### config.mk
export PLATFORM = sky130hd
export DESIGN_NAME = eth_phy_10g_rx_link_ctrl
export DESIGN_NICKNAME = d
export VERILOG_FILES = /design/src/rtl/eth_phy_10g_rx_link_ctrl_pkg.sv /design/src/rtl/eth_sat_counter.sv /design/src/rtl/eth_phy_10g_rx_link_ctrl.sv
export SDC_FILE = /design/constraint.sdc
export NUM_CORES = 1
export LEC_CHECK = 0
export ABC_AREA = 1
export BUFFER_PORTS_ARGS = -buffer_cell sky130_fd_sc_hd__clkbuf_2
export CAP_MARGIN = 20
export CORE_ASPECT_RATIO = 1.1
export CORE_MARGIN = 1.5
export CORE_UTILIZATION = 49
export CTS_CLUSTER_DIAMETER = 60
export CTS_CLUSTER_SIZE = 12
export DETAILED_ROUTE_END_ITERATION = 12
export PLACE_DENSITY_LB_ADDON = 0.3
export SYNTH_ARGS = -nofsm -noshare
export SYNTH_HDL_FRONTEND = slang
export SYNTH_HIERARCHICAL = 1
export SYNTH_SLANG_ARGS = --single-unit
### constraint.sdc
create_clock -name clk -period 4.85 [get_ports clk]
set_clock_uncertainty 0.05 [all_clocks]
set_input_delay 0.7275 -clock clk [delete_from_list [all_inputs] [get_ports clk]]
set_output_delay 0.7275 -clock clk [all_outputs]
set_load 0.1 [all_outputs]
### src/rtl/eth_phy_10g_rx_link_ctrl_pkg.sv
// Shared definitions for the 10GBASE-R RX link controller: the controller
// state encoding (also decoded by management/status logic) and a sizing helper.
package eth_phy_10g_rx_link_ctrl_pkg;

   typedef enum logic [1:0] {
      ST_SERDES_RST  = 2'd0,
      ST_WAIT_LOCK   = 2'd1,
      ST_WAIT_STABLE = 2'd2,
      ST_LINK_UP     = 2'd3
   } link_state_e;

   // Largest of three timing parameters; sizes the shared state timer.
   function automatic int max3(input int a, input int b, input int c);
      int m;
      m = (a > b) ? a : b;
      return (m > c) ? m : c;
   endfunction

endpackage

### src/rtl/eth_sat_counter.sv
// Saturating event counter with synchronous clear; clear beats increment.
module eth_sat_counter #(
   parameter int WIDTH = 16
) (
   input  logic             clk,
   input  logic             rst_n,
   input  logic             inc,
   input  logic             clr,
   output logic [WIDTH-1:0] count
);

   logic [WIDTH-1:0] r_count;

   // Count events, hold at all-ones, clear on request.
   // NOTE: sequential state uses non-blocking assignments so every flop samples pre-edge values.
   always_ff @(posedge clk or negedge rst_n) begin
      if (!rst_n) begin
         r_count <= '0;
      end else if (clr) begin
         r_count <= '0;
      end else if (inc && (r_count != '1)) begin
         r_count <= r_count + WIDTH'(1);
      end
   end

   assign count = r_count;

endmodule

### src/rtl/eth_phy_10g_rx_link_ctrl.sv
// 10GBASE-R RX link bring-up controller: sequences SERDES/PCS resets, waits
// for block lock, debounces rx_status into link_up, and keeps event counters.
module eth_phy_10g_rx_link_ctrl
   import eth_phy_10g_rx_link_ctrl_pkg::*;
#(
   parameter int SERDES_RST_CYCLES = 64,
   parameter int LOCK_TIMEOUT      = 2_000_000,
   parameter int LINK_UP_DELAY     = 1024,
   parameter int CNT_WIDTH         = 16
) (
   input  logic                 clk,
   input  logic                 rst_n,
   input  logic                 link_enable,
   input  logic                 rx_block_lock,
   input  logic                 rx_high_ber,
   input  logic                 rx_status,
   input  logic                 rx_bad_block,
   input  logic                 serdes_rx_reset_req,
   input  logic                 clr_counters,
   output logic                 serdes_rx_rst,
   output logic                 phy_rx_rst,
   output logic                 link_up,
   output logic [1:0]           ctrl_state,
   output logic [CNT_WIDTH-1:0] bad_block_count,
   output logic [CNT_WIDTH-1:0] link_down_count,
   output logic [CNT_WIDTH-1:0] lock_timeout_count
);

   // The timer only ever reaches (parameter - 1), so $clog2 of the largest
   // parameter is always wide enough and the equality compares never wrap.
   localparam int TIMER_MAX = max3(SERDES_RST_CYCLES, LOCK_TIMEOUT, LINK_UP_DELAY);
   localparam int TW        = (TIMER_MAX > 1) ? $clog2(TIMER_MAX) : 1;

   localparam logic [TW-1:0] SRC_LAST = TW'(SERDES_RST_CYCLES - 1);
   localparam logic [TW-1:0] LT_LAST  = TW'(LOCK_TIMEOUT - 1);
   localparam logic [TW-1:0] LUD_LAST = TW'(LINK_UP_DELAY - 1);

   link_state_e   r_state;
   link_state_e   w_state_nxt;
   logic [TW-1:0] r_timer;
   logic [TW-1:0] w_timer_nxt;
   logic          w_lock_to_inc;
   logic          w_link_down_inc;
   logic          w_bad_inc;
   logic          w_override;
   logic          r_serdes_rx_rst;
   logic          r_phy_rx_rst;
   logic          r_link_up;

   assign w_override = !link_enable ||
                       (serdes_rx_reset_req && (r_state != ST_SERDES_RST));

   // Next-state, timer and counter-event decode; overrides applied last so they win.
   // NOTE: every signal gets a default at the top so no path can infer a latch.
   always_comb begin
      w_state_nxt     = r_state;
      w_timer_nxt     = r_timer;
      w_lock_to_inc   = 1'b0;
      w_link_down_inc = 1'b0;
      case (r_state)
         ST_SERDES_RST: begin
            if (link_enable) begin
               if (r_timer == SRC_LAST) w_state_nxt = ST_WAIT_LOCK;
               else                     w_timer_nxt = r_timer + TW'(1);
            end
         end
         ST_WAIT_LOCK: begin
            if (rx_block_lock) begin
               w_state_nxt = ST_WAIT_STABLE;
            end else if (r_timer == LT_LAST) begin
               w_state_nxt   = ST_SERDES_RST;
               w_lock_to_inc = 1'b1;
            end else begin
               w_timer_nxt = r_timer + TW'(1);
            end
         end
         ST_WAIT_STABLE: begin
            if (!rx_block_lock)          w_state_nxt = ST_WAIT_LOCK;
            else if (!rx_status)         w_timer_nxt = '0;
            else if (r_timer == LUD_LAST) w_state_nxt = ST_LINK_UP;
            else                         w_timer_nxt = r_timer + TW'(1);
         end
         ST_LINK_UP: begin
            if (!rx_block_lock || rx_high_ber) begin
               w_state_nxt     = ST_WAIT_LOCK;
               w_link_down_inc = 1'b1;
            end
         end
         default: w_state_nxt = ST_SERDES_RST;
      endcase
      if (w_override) begin
         w_state_nxt     = ST_SERDES_RST;
         w_lock_to_inc   = 1'b0;
         w_link_down_inc = (r_state == ST_LINK_UP);
      end
      if (w_state_nxt != r_state) w_timer_nxt = '0;
   end

   // State and timer registers.
   always_ff @(posedge clk or negedge rst_n) begin
      if (!rst_n) begin
         r_state <= ST_SERDES_RST;
         r_timer <= '0;
      end else begin
         r_state <= w_state_nxt;
         r_timer <= w_timer_nxt;
      end
   end

   // Registered output decode, computed from next state so it tracks r_state glitch-free.
   always_ff @(posedge clk or negedge rst_n) begin
      if (!rst_n) begin
         r_serdes_rx_rst <= 1'b1;
         r_phy_rx_rst    <= 1'b1;
         r_link_up       <= 1'b0;
      end else begin
         r_serdes_rx_rst <= (w_state_nxt == ST_SERDES_RST);
         r_phy_rx_rst    <= (w_state_nxt == ST_SERDES_RST);
         r_link_up       <= (w_state_nxt == ST_LINK_UP);
      end
   end

   assign w_bad_inc     = rx_bad_block && (r_state == ST_LINK_UP);
   assign serdes_rx_rst = r_serdes_rx_rst;
   assign phy_rx_rst    = r_phy_rx_rst;
   assign link_up       = r_link_up;
   assign ctrl_state    = r_state;

   eth_sat_counter #(.WIDTH(CNT_WIDTH)) u_bad_block_cnt (
      .clk   (clk),
      .rst_n (rst_n),
      .inc   (w_bad_inc),
      .clr   (clr_counters),
      .count (bad_block_count)
   );

   eth_sat_counter #(.WIDTH(CNT_WIDTH)) u_link_down_cnt (
      .clk   (clk),
      .rst_n (rst_n),
      .inc   (w_link_down_inc),
      .clr   (clr_counters),
      .count (link_down_count)
   );

   eth_sat_counter #(.WIDTH(CNT_WIDTH)) u_lock_timeout_cnt (
      .clk   (clk),
      .rst_n (rst_n),
      .inc   (w_lock_to_inc),
      .clr   (clr_counters),
      .count (lock_timeout_count)
   );

endmodule
==> run summary <==
Status: complete, no violations
WS Path Type: reg2reg
Slowest cell delay on critical path: 0.69 ns
H-tree levels: 3
Actual slew at the worst max-slew pin: 0.9659 ns
Crit path launch type: register
Syn Nets: 727
Via/cell ratio: 5.422
Cell Chain, Critical Path: ha_1 > nand2_2 > inv_1 > nand2_1 > nor2_2 > nand3_2 > nor2_1 > inv_1 > nor2_1 > nand4_1 > nand2_1
Max_cap viols: 0
First-pass GRT wire length: 20.51 mm
Area growth from synthesis to layout: 9.401%
Pin count of the biggest net entering global routing: 74
Lkg Pwr: 2.773 nW
IO Pins: 62
Worst Path Arrival: 2.86 ns
Resize count post-CTS: 0
# rows: 38
Post-synthesis cell area: 0.005031 mm²
EDFF count, synth: 0
Die ar.: 0.01089 mm²
Initial drt markers: 337
Most common flop cell mapped by yosys: dfrtp_1
Share of cells above drive strength 1: 16.45%
Gr usage total: 23.43%
Worst VDD drop: 0.1538 mV
1st-pass router iterations: 6
Cells after synthesis: 714
Clock root cell: clkbuf_8
Final min period: 2.626 ns
# clock sinks: 73
Top cell type's share of synthesized area: 35.81%
Sequential cell area: 0.001828 mm²
Via count: 4,804
Max Buffers Root-to-Sink: 2
Sequential element share of the synthesized area: 36.33%
Antenna Cells: 0
Routability Congestion: 0.8803
Rel. slew slack: 35.60%
Worst Hold Class: in2async
Worst skew pair latency: 0.36 ns
Clock tree from TritonCTS: yes
Cell variety after synth: 36
Die Ht: 109.3 µm
Top cell type by total area after synthesis: dfrtp_1
Synth cell count leaders: 247 x nand2_1, 72 x dfrtp_1, 70 x nor2_1
Non-filler cells, final: 886
Fraction of registers with async set or reset after synthesis: 100.0%
Placed wire-length estimate: 8.329 mm
Maximum operating frequency: 380.9 MHz
Yosys reg bits: 73
Clock slew at reported path FFs: 0.07 ns
Die Width: 99.62 µm
Avg Cell Area, Syn: 7.046 µm²
Power Dens Cells: 225.4 mW/mm²
# setup viols final: 0
Synth top area cells: dfrtp_1 36%, nand2_1 18%, nand4_1 6.3%, nor2_1 5.2%, nand3_1 5.0%
Yosys warnings: 6
DRC Markers: 0
Total wire length: 12.03 mm
Core Area: 0.009937 mm²
Pins Over Slew Limit: 0
Dpl cells: 870
Area of the multi-input gates: 0.002764 mm²
Port Buf Inserts: 61
Starting Density: 50.63%
Cts bufs inserted: 9
Setup_tns: 0 ns
Worst-path fanout max: 13
Hold_buf cts: 0
Slowest CP cell: nor2_1
GRT overflow: 0
Antenna violations before repair: 0
# nets final: 774
Post-CTS Setup Bufs: 0
Vias in the first global route: 4,459
Most instantiated library cell after synthesis: nand2_1
Post-route ant nets: 0
Final count of hold timing violations: 0
Critical Path End Type: register
Final worst-path cycle share: 54.14%
Total power: 0.001240 W
RSZ-0062 raised after global routing: false
Wire per inst: 13.58 µm
Crit path required time: 5.09 ns
Fill cells: 930
==> layout by cell type (no fill, tap or decap), types with 8 or more instances in the layout <==
| cell | n |
|---|---|
| nor2_1 | 70 |
| nand3_1 | 50 |
| a21oi_1 | 22 |
| xor2_1 | 21 |
| dfrtp_1 | 72 |
| nor2_4 | 8 |
| clkbuf_8 | 10 |
| nand2_2 | 11 |
| clkbuf_2 | 60 |
| inv_1 | 56 |
| xnor2_1 | 10 |
| nor3_1 | 9 |
| o21ai_0 | 13 |
| nand4_1 | 51 |
| nand2_1 | 247 |
==> area by class of cell <==
class,instances,area share [%]
tap,120,2.728
timing repair buffer,63,5.865
sequential,73,33.21
multi-input combinational,550,50.22
clock buffer,13,2.705
clock inverter,3,0.7729
inverter,64,4.501
==> cell families after synthesis <==
group	after synthesis	share of synthesized area, %
buffers and inverters	91	8.729
xor gates and xnor gates	31	5.397
DFF	73	36.33
and+or+nand+nor	466	42.45
AOI/OAI and AO/OA	49	6.093
adders and majority gates	4	0.9948
==> path summary, 6_finish.rpt <==
kind                                      startpoint                          end  slack [ns]  cells past startpoint
hold / removal                                 rst_n                  r_timer[20]        0.43                      1
hold reg to reg            u_bad_block_cnt/count[14]    u_bad_block_cnt/count[14]        0.50                      2
setup reg to reg                          r_timer[0]  u_lock_timeout_cnt/count[2]        2.22                     11
setup / recovery                          r_timer[0]  u_lock_timeout_cnt/count[2]        2.22                     11
max in group asynchronous                      rst_n                      link_up        3.65                      1
min in group clk           u_bad_block_cnt/count[14]    u_bad_block_cnt/count[14]        0.50                      2
==> critical path, delay by kind of cell (launching register included) <==
family / cells / cell delay [ns]
adder cells (fa/ha/maj): 1 / 0.23
flip-flops: 1 / 0.47
buffers and inverters: 2 / 0.15
AND/OR/NAND/NOR: 8 / 1.64
==> sequential cells by signal (all words and copies together), names as in the netlist <==
name / flops
u_bad_block_cnt/count: 16
ctrl_state: 2
u_link_down_cnt/count: 16
link_up: 1
u_lock_timeout_cnt/count: 16
r_timer: 21
phy_rx_rst: 1
==> through the flow <==
stage	hold slack, ns	setup WS, ns	area, µm²	utilization, %
after detailed placement	0.4866	2.149	5313	53.46
after CTS	0.5091	2.238	5504	55.39
after global placement	0.4809	2.229	5313	53.46
final	0.4344	2.224	5504	55.39
after floorplan	0.3819	2.423	5031	-
after global routing	0.5362	2.030	5504	55.39
==> routing by layer <==
layer / share of wire (%) / up-vias / GRT usage, %
li1: - / 2401 / -
met1: 44 / 2247 / 29.90
met2: 48 / 142 / 39.29
met3: 6.1 / 14 / 6.282
met4: 1.4 / 0 / 6.640
met5: 0 / - / 0
==> power breakdown <==
| group | internal, W | leakage (nW) | switching (W) |
|---|---|---|---|
| sequential | 0.000626 | 1.01 | 0.0000264 |
| combinational | 0.0000363 | 1.67 | 0.0000743 |
| clock | 0.000252 | 0.0936 | 0.000225 |
No activity file was read; power rests on OpenSTA's default activity.
